File: config.mk
export PLATFORM = sky130hd
export DESIGN_NAME = fifo_wrr_scheduler_flat
export DESIGN_NICKNAME = d
export VERILOG_FILES = /design/src/rtl/fifo_wrr_scheduler_pkg.sv /design/src/rtl/fifo_wrr_scheduler_if.sv /design/src/rtl/fifo_wrr_scheduler_arb.sv /design/src/rtl/fifo_wrr_scheduler.sv /design/src/flat_wrapper.sv
export SDC_FILE = /design/constraint.sdc
export NUM_CORES = 1
export LEC_CHECK = 0
export ABC_AREA = 1
export BUFFER_PORTS_ARGS = -buffer_cell sky130_fd_sc_hd__buf_2
export CAP_MARGIN = 5
export CORE_MARGIN = 2
export CORE_UTILIZATION = 54
export CTS_BUF_LIST = sky130_fd_sc_hd__clkbuf_2
export CTS_CLUSTER_SIZE = 25
export DETAILED_ROUTE_END_ITERATION = 16
export HOLD_SLACK_MARGIN = 0.06
export PLACE_DENSITY = 0.85
export SLEW_MARGIN = 20
export SYNTH_ARGS = -nofsm -noshare
export SYNTH_HDL_FRONTEND = slang
export SYNTH_SLANG_ARGS = --single-unit
File: constraint.sdc
create_clock -name clk -period 3.35 [get_ports clk]
set_input_delay 0.335 -clock clk [delete_from_list [all_inputs] [get_ports clk]]
set_output_delay 0.335 -clock clk [all_outputs]
set_load 0.01 [all_outputs]
File: src/rtl/fifo_wrr_scheduler_pkg.sv
// Shared encodings for the two-FIFO weighted scheduler: FSM states, grant
// source codes and the statistics counter width.
package fifo_sched_pkg;

   typedef enum logic [1:0] {
      IDLE  = 2'd0,
      FETCH = 2'd1,
      HOLD  = 2'd2
   } state_t;

   localparam logic SRC_HP = 1'b0;
   localparam logic SRC_LP = 1'b1;

   localparam int STAT_WIDTH = 16;

   function automatic logic [STAT_WIDTH-1:0] stat_inc(input logic [STAT_WIDTH-1:0] v);
      return (v == '1) ? v : v + 1'b1;
   endfunction

endpackage

File: src/rtl/fifo_wrr_scheduler_if.sv
// Bundle of the two FIFO read ports and the downstream stream.
// master = scheduler side, slave = FIFOs plus consumer.
interface fifo_wrr_scheduler_if #(
   parameter int DATA_WIDTH = 16
);
   // out stream: a word transfers on a rising clk edge where out_valid && out_ready;
   // while out_valid=1 and out_ready=0, out_data/out_src are held unchanged.
   // FIFO side: a rd_en strobe in cycle N yields dout in cycle N+1.
   logic                  hp_empty;
   logic [DATA_WIDTH-1:0] hp_data;
   logic                  hp_rd_en;
   logic                  lp_empty;
   logic [DATA_WIDTH-1:0] lp_data;
   logic                  lp_rd_en;
   logic                  out_valid;
   logic                  out_ready;
   logic [DATA_WIDTH-1:0] out_data;
   logic                  out_src;

   modport master (
      input  hp_empty, hp_data, lp_empty, lp_data, out_ready,
      output hp_rd_en, lp_rd_en, out_valid, out_data, out_src
   );

   modport slave (
      output hp_empty, hp_data, lp_empty, lp_data, out_ready,
      input  hp_rd_en, lp_rd_en, out_valid, out_data, out_src
   );

endinterface

File: src/rtl/fifo_wrr_scheduler_arb.sv
// Grant rule plus HP streak counter; grants are only issued while grant_en_i
// marks a grant opportunity, and the streak only moves on a grant.
module fifo_sched_arb #(
   parameter int HP_WEIGHT = 4,
   parameter int CNT_WIDTH = 8
) (
   input  logic clk,
   input  logic rst,
   input  logic grant_en_i,
   input  logic strict_mode_i,
   input  logic hp_empty_i,
   input  logic lp_empty_i,
   output logic grant_hp_o,
   output logic grant_lp_o
);

   logic [CNT_WIDTH-1:0] streak_q, streak_d;
   logic                 lp_force;

   always_comb begin
      lp_force   = !lp_empty_i && !hp_empty_i && !strict_mode_i &&
                   (streak_q >= CNT_WIDTH'(HP_WEIGHT));
      grant_hp_o = grant_en_i && !hp_empty_i && !lp_force;
      grant_lp_o = grant_en_i && !lp_empty_i && (lp_force || hp_empty_i);
      streak_d   = streak_q;
      // The streak only measures HP wins while LP is actually waiting.
      if (grant_lp_o) begin
         streak_d = '0;
      end else if (grant_hp_o) begin
         if (lp_empty_i) begin
            streak_d = '0;
         end else if (streak_q != '1) begin
            streak_d = streak_q + 1'b1;
         end
      end
   end

   always_ff @(posedge clk or posedge rst) begin
      if (rst) begin
         streak_q <= '0;
      end else begin
         streak_q <= streak_d;
      end
   end

endmodule

File: src/rtl/fifo_wrr_scheduler.sv
// Two-FIFO read scheduler: IDLE/FETCH/HOLD FSM, output data register and
// optional grant statistics (enabled by defining SCHED_STATS_EN).
module fifo_wrr_scheduler
   import fifo_sched_pkg::*;
#(
   parameter int DATA_WIDTH = 16,
   parameter int HP_WEIGHT  = 4,
   parameter int CNT_WIDTH  = 8
) (
   input  logic                   clk,
   input  logic                   rst,
   input  logic                   strict_mode,
   fifo_wrr_scheduler_if.master   bus,
   output state_t                 dbg_state_o
`ifdef SCHED_STATS_EN
   ,
   output logic [STAT_WIDTH-1:0]  hp_grant_cnt,
   output logic [STAT_WIDTH-1:0]  lp_grant_cnt
`endif
);

   state_t                state_q, state_d;
   logic                  grant_en, grant_hp, grant_lp;
   logic                  src_q, src_d;
   logic                  out_src_q;
   logic [DATA_WIDTH-1:0] data_q;

   assign grant_en = (state_q == IDLE) || ((state_q == HOLD) && bus.out_ready);

   fifo_sched_arb #(
      .HP_WEIGHT (HP_WEIGHT),
      .CNT_WIDTH (CNT_WIDTH)
   ) u_arb (
      .clk           (clk),
      .rst           (rst),
      .grant_en_i    (grant_en),
      .strict_mode_i (strict_mode),
      .hp_empty_i    (bus.hp_empty),
      .lp_empty_i    (bus.lp_empty),
      .grant_hp_o    (grant_hp),
      .grant_lp_o    (grant_lp)
   );

   always_comb begin
      state_d = state_q;
      src_d   = src_q;
      case (state_q)
         IDLE:    state_d = (grant_hp || grant_lp) ? FETCH : IDLE;
         FETCH:   state_d = HOLD;
         HOLD:    if (bus.out_ready) state_d = (grant_hp || grant_lp) ? FETCH : IDLE;
         default: state_d = IDLE;
      endcase
      if (grant_lp) begin
         src_d = SRC_LP;
      end else if (grant_hp) begin
         src_d = SRC_HP;
      end
   end

   // src_q remembers which FIFO was read so FETCH captures the matching dout.
   always_ff @(posedge clk or posedge rst) begin
      if (rst) begin
         state_q   <= IDLE;
         src_q     <= SRC_HP;
         out_src_q <= SRC_HP;
         data_q    <= '0;
      end else begin
         state_q <= state_d;
         src_q   <= src_d;
         if (state_q == FETCH) begin
            data_q    <= (src_q == SRC_LP) ? bus.lp_data : bus.hp_data;
            out_src_q <= src_q;
         end
      end
   end

   assign bus.hp_rd_en  = grant_hp;
   assign bus.lp_rd_en  = grant_lp;
   assign bus.out_valid = (state_q == HOLD);
   assign bus.out_data  = data_q;
   assign bus.out_src   = out_src_q;
   assign dbg_state_o   = state_q;

`ifdef SCHED_STATS_EN
   always_ff @(posedge clk or posedge rst) begin
      if (rst) begin
         hp_grant_cnt <= '0;
         lp_grant_cnt <= '0;
      end else begin
         if (grant_hp) hp_grant_cnt <= stat_inc(hp_grant_cnt);
         if (grant_lp) lp_grant_cnt <= stat_inc(lp_grant_cnt);
      end
   end
`endif

endmodule

File: src/flat_wrapper.sv
// flat-port wrapper written by rule: the top's interface ports become plain ports
module fifo_wrr_scheduler_flat import fifo_sched_pkg::*;
#(
   parameter int DATA_WIDTH = 16,
   parameter int HP_WEIGHT  = 4,
   parameter int CNT_WIDTH  = 8
)
  (clk, rst, strict_mode, dbg_state_o, bus_hp_empty, bus_hp_data, bus_lp_empty, bus_lp_data, bus_out_ready, bus_hp_rd_en, bus_lp_rd_en, bus_out_valid, bus_out_data, bus_out_src);
  fifo_wrr_scheduler_if #(.DATA_WIDTH(DATA_WIDTH)) bus_i ();
  input  logic clk;
  input  logic rst;
  input  logic strict_mode;
  output state_t dbg_state_o;
  input wire logic [$bits(bus_i.hp_empty)-1:0] bus_hp_empty;
  input wire logic [$bits(bus_i.hp_data)-1:0] bus_hp_data;
  input wire logic [$bits(bus_i.lp_empty)-1:0] bus_lp_empty;
  input wire logic [$bits(bus_i.lp_data)-1:0] bus_lp_data;
  input wire logic [$bits(bus_i.out_ready)-1:0] bus_out_ready;
  output wire logic [$bits(bus_i.hp_rd_en)-1:0] bus_hp_rd_en;
  output wire logic [$bits(bus_i.lp_rd_en)-1:0] bus_lp_rd_en;
  output wire logic [$bits(bus_i.out_valid)-1:0] bus_out_valid;
  output wire logic [$bits(bus_i.out_data)-1:0] bus_out_data;
  output wire logic [$bits(bus_i.out_src)-1:0] bus_out_src;
  assign bus_i.hp_empty = bus_hp_empty;
  assign bus_i.hp_data = bus_hp_data;
  assign bus_i.lp_empty = bus_lp_empty;
  assign bus_i.lp_data = bus_lp_data;
  assign bus_i.out_ready = bus_out_ready;
  assign bus_hp_rd_en = bus_i.hp_rd_en;
  assign bus_lp_rd_en = bus_i.lp_rd_en;
  assign bus_out_valid = bus_i.out_valid;
  assign bus_out_data = bus_i.out_data;
  assign bus_out_src = bus_i.out_src;
  fifo_wrr_scheduler #(.DATA_WIDTH(DATA_WIDTH), .HP_WEIGHT(HP_WEIGHT), .CNT_WIDTH(CNT_WIDTH)) u_core (.clk(clk), .rst(rst), .strict_mode(strict_mode), .bus(bus_i), .dbg_state_o(dbg_state_o));
endmodule
== Yosys cells after proc, flatten, opt, wreduce, memory -nomap -nowiden ==
Index checks and enable logic that the tools add are counted.
Word-level totals
  input bits: 38
  flip-flop bits (word level): 28
  output and inout bits: 22
  logic and storage cells: 40
Operators by class
  reductions and logical operators: 19
  $lt $le $gt $ge: 1
  mux-type cells: 10
  equal/unequal tests: 4
  add/sub/neg operators: 1
Operators by type and width (number)
  two-way mux 8 bit: 4
  two-way mux 16 bit: 1
  adder 8 x 1 -> 8 bit, second input constant: 1
  >= comparator 8 x 3 -> 1 bit, second input constant: 1
  logical AND 1 bit: 8
  inequality test 8 bit, second input constant: 1
  one-hot mux 2 bit (3 select lines): 1
  zero test 1 bit: 4
  logical OR 1 bit: 3
  two-way mux 1 bit: 3
  nonzero test 3 bit: 1
  == test 2 x 1 -> 1 bit, second input constant: 1
  == test 2 bit, second input constant: 1
  zero test 2 bit: 1
  two-way mux 2 bit: 1
  inequality test 2 bit, second input constant: 1
  AND reduction 2 bit: 1
  nonzero test 2 bit: 1

== Logic depth before layout (Yosys ltp) ==
  depth after elaboration: 10
  depth in mapped cells: 9

== Modules after synthesis ==
Synthesis repeated with hierarchy kept, for this count alone.
Unflattened totals
  cells, all modules: 228
  area, all modules: 1615.3 sq um
Modules (own cells, without submodules)
  fifo_wrr_scheduler: times used 1, cells an instance 138, area each 996.0 sq um
  fifo_sched_arb: times used 1, cells an instance 90, area each 619.3 sq um

== Least setup slack after synthesis ==
Ideal clock, no wire load.
  kind: register to output
  start point: reg u_core.state_q[1] (netlist: u_core.dbg_state_o[1])
  end point: out bus_lp_rd_en
  data arrival time: 1059 ps
  buffers on the path: 0
  path slack: 1956 ps
  cell stages (with the launch flop): 6
  cell sequence: dfrtp_1 nand2_1 nand2_1 nor2_2 inv_1 a21oi_2
On the way
  word-level cells in the longest chain between the ends: 5
RTL lines
  from (decl): RTL line fifo_wrr_scheduler.sv:22  | state_t state_q, state_d;
  from (signal assigned): RTL line fifo_wrr_scheduler.sv:68  | state_q <= state_d;
  == test 2 bit: RTL line fifo_wrr_scheduler.sv:28  | assign grant_en = (state_q == IDLE) || ((state_q == HOLD) && bus.out_ready);
  logical AND 1 bit: RTL line fifo_wrr_scheduler.sv:28
  logical OR 1 bit *: RTL line fifo_wrr_scheduler.sv:28
  logical AND 1 bit * (2 in series): RTL line fifo_wrr_scheduler_arb.sv:24  | grant_lp_o = grant_en_i && !lp_empty_i && (lp_force || hp_empty_i);
  to (decl): RTL line flat_wrapper.sv:20  | output wire logic [$bits(bus_i.lp_rd_en)-1:0] bus_lp_rd_en;
Mark *: on every way between the ends. The rest lies on a longest branch, timed or not.

== Worst setup path in the final report ==
Ends and elaborated chain as after synthesis.

==> metrics.md <==
| Metric | Value |
|---|---|
| Outcome | finished clean |
| Hold Path Depth | 3 |
| Hold WC Path Type | in2reg |
| Diodes inserted | 0 |
| Clock Tree Root | clkbuf_2 |
| Syn. warnings | 0 |
| Top cell type's share of synthesized area | 44.4% |
| Reg2reg path depth | 3 |
| Fin nets | 300 |
| Remaining DRCs | 0 |
| # H-tree levels | 1 |
| Ys flop type | dfrtp_1 |
| Yosys cell types | 28 |
| Buffers on Ports | 59 |
| Most frequent cell after synthesis | nand2_1 |
| Pleak | 0.981 nW |
| GRT Total Usage | 22.6% |
| TritonCTS clock tree | built |
| RSZ-0062 raised after global routing | no |
| CTS Buf Count | 3 |
| Synthesized instance count | 203 |
| Via density | 5.34 |
| Crit path depth | 6 |
| Slew @ Worst Pin | 0.573 ns |
| Critical path endpoint category | output pin |
| Synth top area cells | dfrtp_1 44%, nand2_1 10%, o21ai_0 10% |
| Sequential-to-total area share from yosys stat | 44.4% |
| Max-slew violations | 0 |
| Crit start category | flip-flop |
| Vias in the first global route | 1395 |
| Fin util | 69.1% |
| Post-synthesis cell area | 0.00158 mm^2 |
| Layout cells sized above 1 | 30.9% |
| Post-synth EDFFs | 0 |
| Mux cell area share after synthesis | 0% |
| Starting density of the core | 57.3% |
| HPWL after DPL | 2590 um |
| Critical Path Fanout Max | 4 |
| CORE AREA | 0.00276 mm^2 |
| Die Y | 58.1 um |
| Clock slew at reported path FFs | 0.28 ns |
| Placed instance count | 285 |
| Final Setup Violations | 0 |
| DIE WIDTH | 58.1 um |
| Simple-gate share of the synthesized area | 27.8% |
| Arrival time at the worst endpoint | 1.68 ns |
| Compound-Gate Fraction of Synth Area | 17.5% |
| I/O pins | 60 |
| Synth top cells by count | 44 x nand2_1, 33 x o21ai_0, 32 x nor2_1, 28 x dfrtp_1, 14 x inv_1 |
| Post-route ant nets | 0 |
| Critical Path RT | 3.01 ns |
| Crit-path cells | nand2_1, nand2_1, nor2_2, inv_1, a21oi_2, buf_2 |
| Total grt overflow | 0 |
| Clock net sink count | 28 |
| Tcrit/Tclk final | 60.2% |
| Post-CTS sizing | 0 |
| Final Instance Count excl. Fillers | 290 |
| Fillers | 239 |
| Placer Congestion | 0.850 |
| Syn_area_per_cell | 7.78 um^2 |
| Worst skew pair latency | 0.36 ns |
| Final Power | 0.00135 W |
| TNS Setup | 0 ns |
| Row count | 19 |
| VDD IR max | 0.534 mV |
| Final Hold Violating Endpoints | 0 |
| Wire per inst | 12.2 um |
| Buf/Inv on CP | 2 |
| Final worst setup slack | 1.33 ns |
| F_max | 496 MHz |
| Min Tclk post-route | 2.02 ns |
| Drt first pass iters | 4 |
| Slowest Stage Delay on Critical Path | 0.50 ns |
| Syn-to-layout area delta | 20.7% |
| WS Path Type | reg2out |
| Total Routed Length | 3540 um |
| PwrDens | 707 mW/mm^2 |
| Area share of fa/ha/maj cells after synthesis | 1.58% |
| First-pass GRT wire length | 6000 um |
| Mapped Nets | 243 |
| Vias after detailed routing | 1548 |
| Max cap viols | 0 |
| DP Worst Slack | 1.70 ns |
| Post-Synth XOR/XNOR Area | 0% |
| Largest family of logic cells by synthesized area | simple AND/OR/NAND/NOR gates |
| Die area | 0.00337 mm^2 |
| Clock Tree Buf Depth | 2 |
| Async SR Flop Fraction | 100% |
| Post-synth top area cell | dfrtp_1 |
| Most common cell on crit path | nand2_1 |
| Flops & latches, synth | 28 |
| Initial antenna violation count | 0 |
| Top delay family on crit path | flip-flops |
| Setup Skew | 0.0248 ns |
| Largest net degree at the start of global routing | 29 |
| Initial DRC Count | 134 |
| Critical path's slowest cell | dfrtp_1 |
| Worst slew margin | 61.7% |
-- metal layers --
metal / vias to the layer above / share of wire (%) / GRT usage (%)
li1: 777 / - / -
met1: 696 / 44 / 30.0
met2: 71 / 48 / 38.5
met3: 4 / 7.7 / 3.57
met4: 0 / 0.88 / 5.98
met5: - / 0 / 0
-- placed cells by master (no fill, tap or decap), drive strengths merged --
cell / instances
dlygate4sd3: 1
a21oi: 3
nor3: 1
dfrtp: 28
nor3b: 1
o21ai: 35
nand3: 8
nand4: 5
nand2: 48
nor2: 35
clkbuf: 3
buf: 59
clkinv: 2
inv: 17
bufinv: 1
o21bai: 2
o211ai: 8
ha: 2
-- metrics by stage --
stage | area [um^2] | hold slack [ns]
floorplan | 1580 | 0.400
global placement | 1850 | 0.462
detailed placement | 1850 | 0.467
CTS | 1900 | 0.196
global route | 1910 | 0.183
finish | 1910 | 0.219
-- logic make-up after synthesis --
group,count (synthesis)
AO/OA/AOI/OAI,48
adder cells (fa/ha/maj),2
buffers and inverters,27
flip-flops,28
AND/OR/NAND/NOR,98
-- layout make-up --
| class | instances | area, um^2 | share of cell area, % |
|---|---|---|---|
| multi-input combinational | 148 | 741 | 38.9 |
| sequential | 28 | 701 | 36.8 |
| timing repair buffer | 60 | 305 | 16.0 |
| inverter | 19 | 75.1 | 3.94 |
| tap | 31 | 38.8 | 2.04 |
| clock inverter | 1 | 30.0 | 1.58 |
| clock buffer | 3 | 15.0 | 0.788 |
-- state kept, by name, indices dropped and copies added, names as in the netlist --
register and count:
u_core.dbg_state_o 2, u_core.bus.out_data 16, u_core.bus.out_src 1, u_core.src_q 1, u_core.u_arb.streak_q 8
-- where the power goes --
| part | internal, W | switching [W] |
|---|---|---|
| registers | 0.000469 | 0.0000972 |
| logic | 0.000215 | 0.000364 |
| clock network | 0.000103 | 0.0000992 |
-- timing repair --
action	4_1_cts	5_1_grt
setup buffers	0	0
hold buffers	0	1
hold endpoints to repair	0	28
-- path summary, 6_finish.rpt --
check / startpoint / end / slack [ns]
max in group asynchronous: rst / u_core.bus.out_data[11]$_DFFE_PP0N_ / 2.44
setup / recovery: u_core.dbg_state_o[1]$_DFFE_PP0P_ / bus_lp_rd_en / 1.33
hold / removal: bus_lp_data[0] / u_core.bus.out_data[0]$_DFFE_PP0N_ / 0.22
min in group asynchronous: rst / u_core.u_arb.streak_q[4]$_DFFE_PP0P_ / 0.52
setup reg to reg: u_core.src_q$_DFFE_PP0P_ / u_core.bus.out_data[13]$_DFFE_PP0N_ / 1.71
hold reg to reg: u_core.bus.out_data[15]$_DFFE_PP0N_ / u_core.bus.out_data[15]$_DFFE_PP0N_ / 0.51
-- tightest hold or removal path, cell delays in order --
cell and delay, ns:
buf_2 0.07, nor2_1 0.03, o21ai_1 0.13
(Power assumes the default switching activity.)
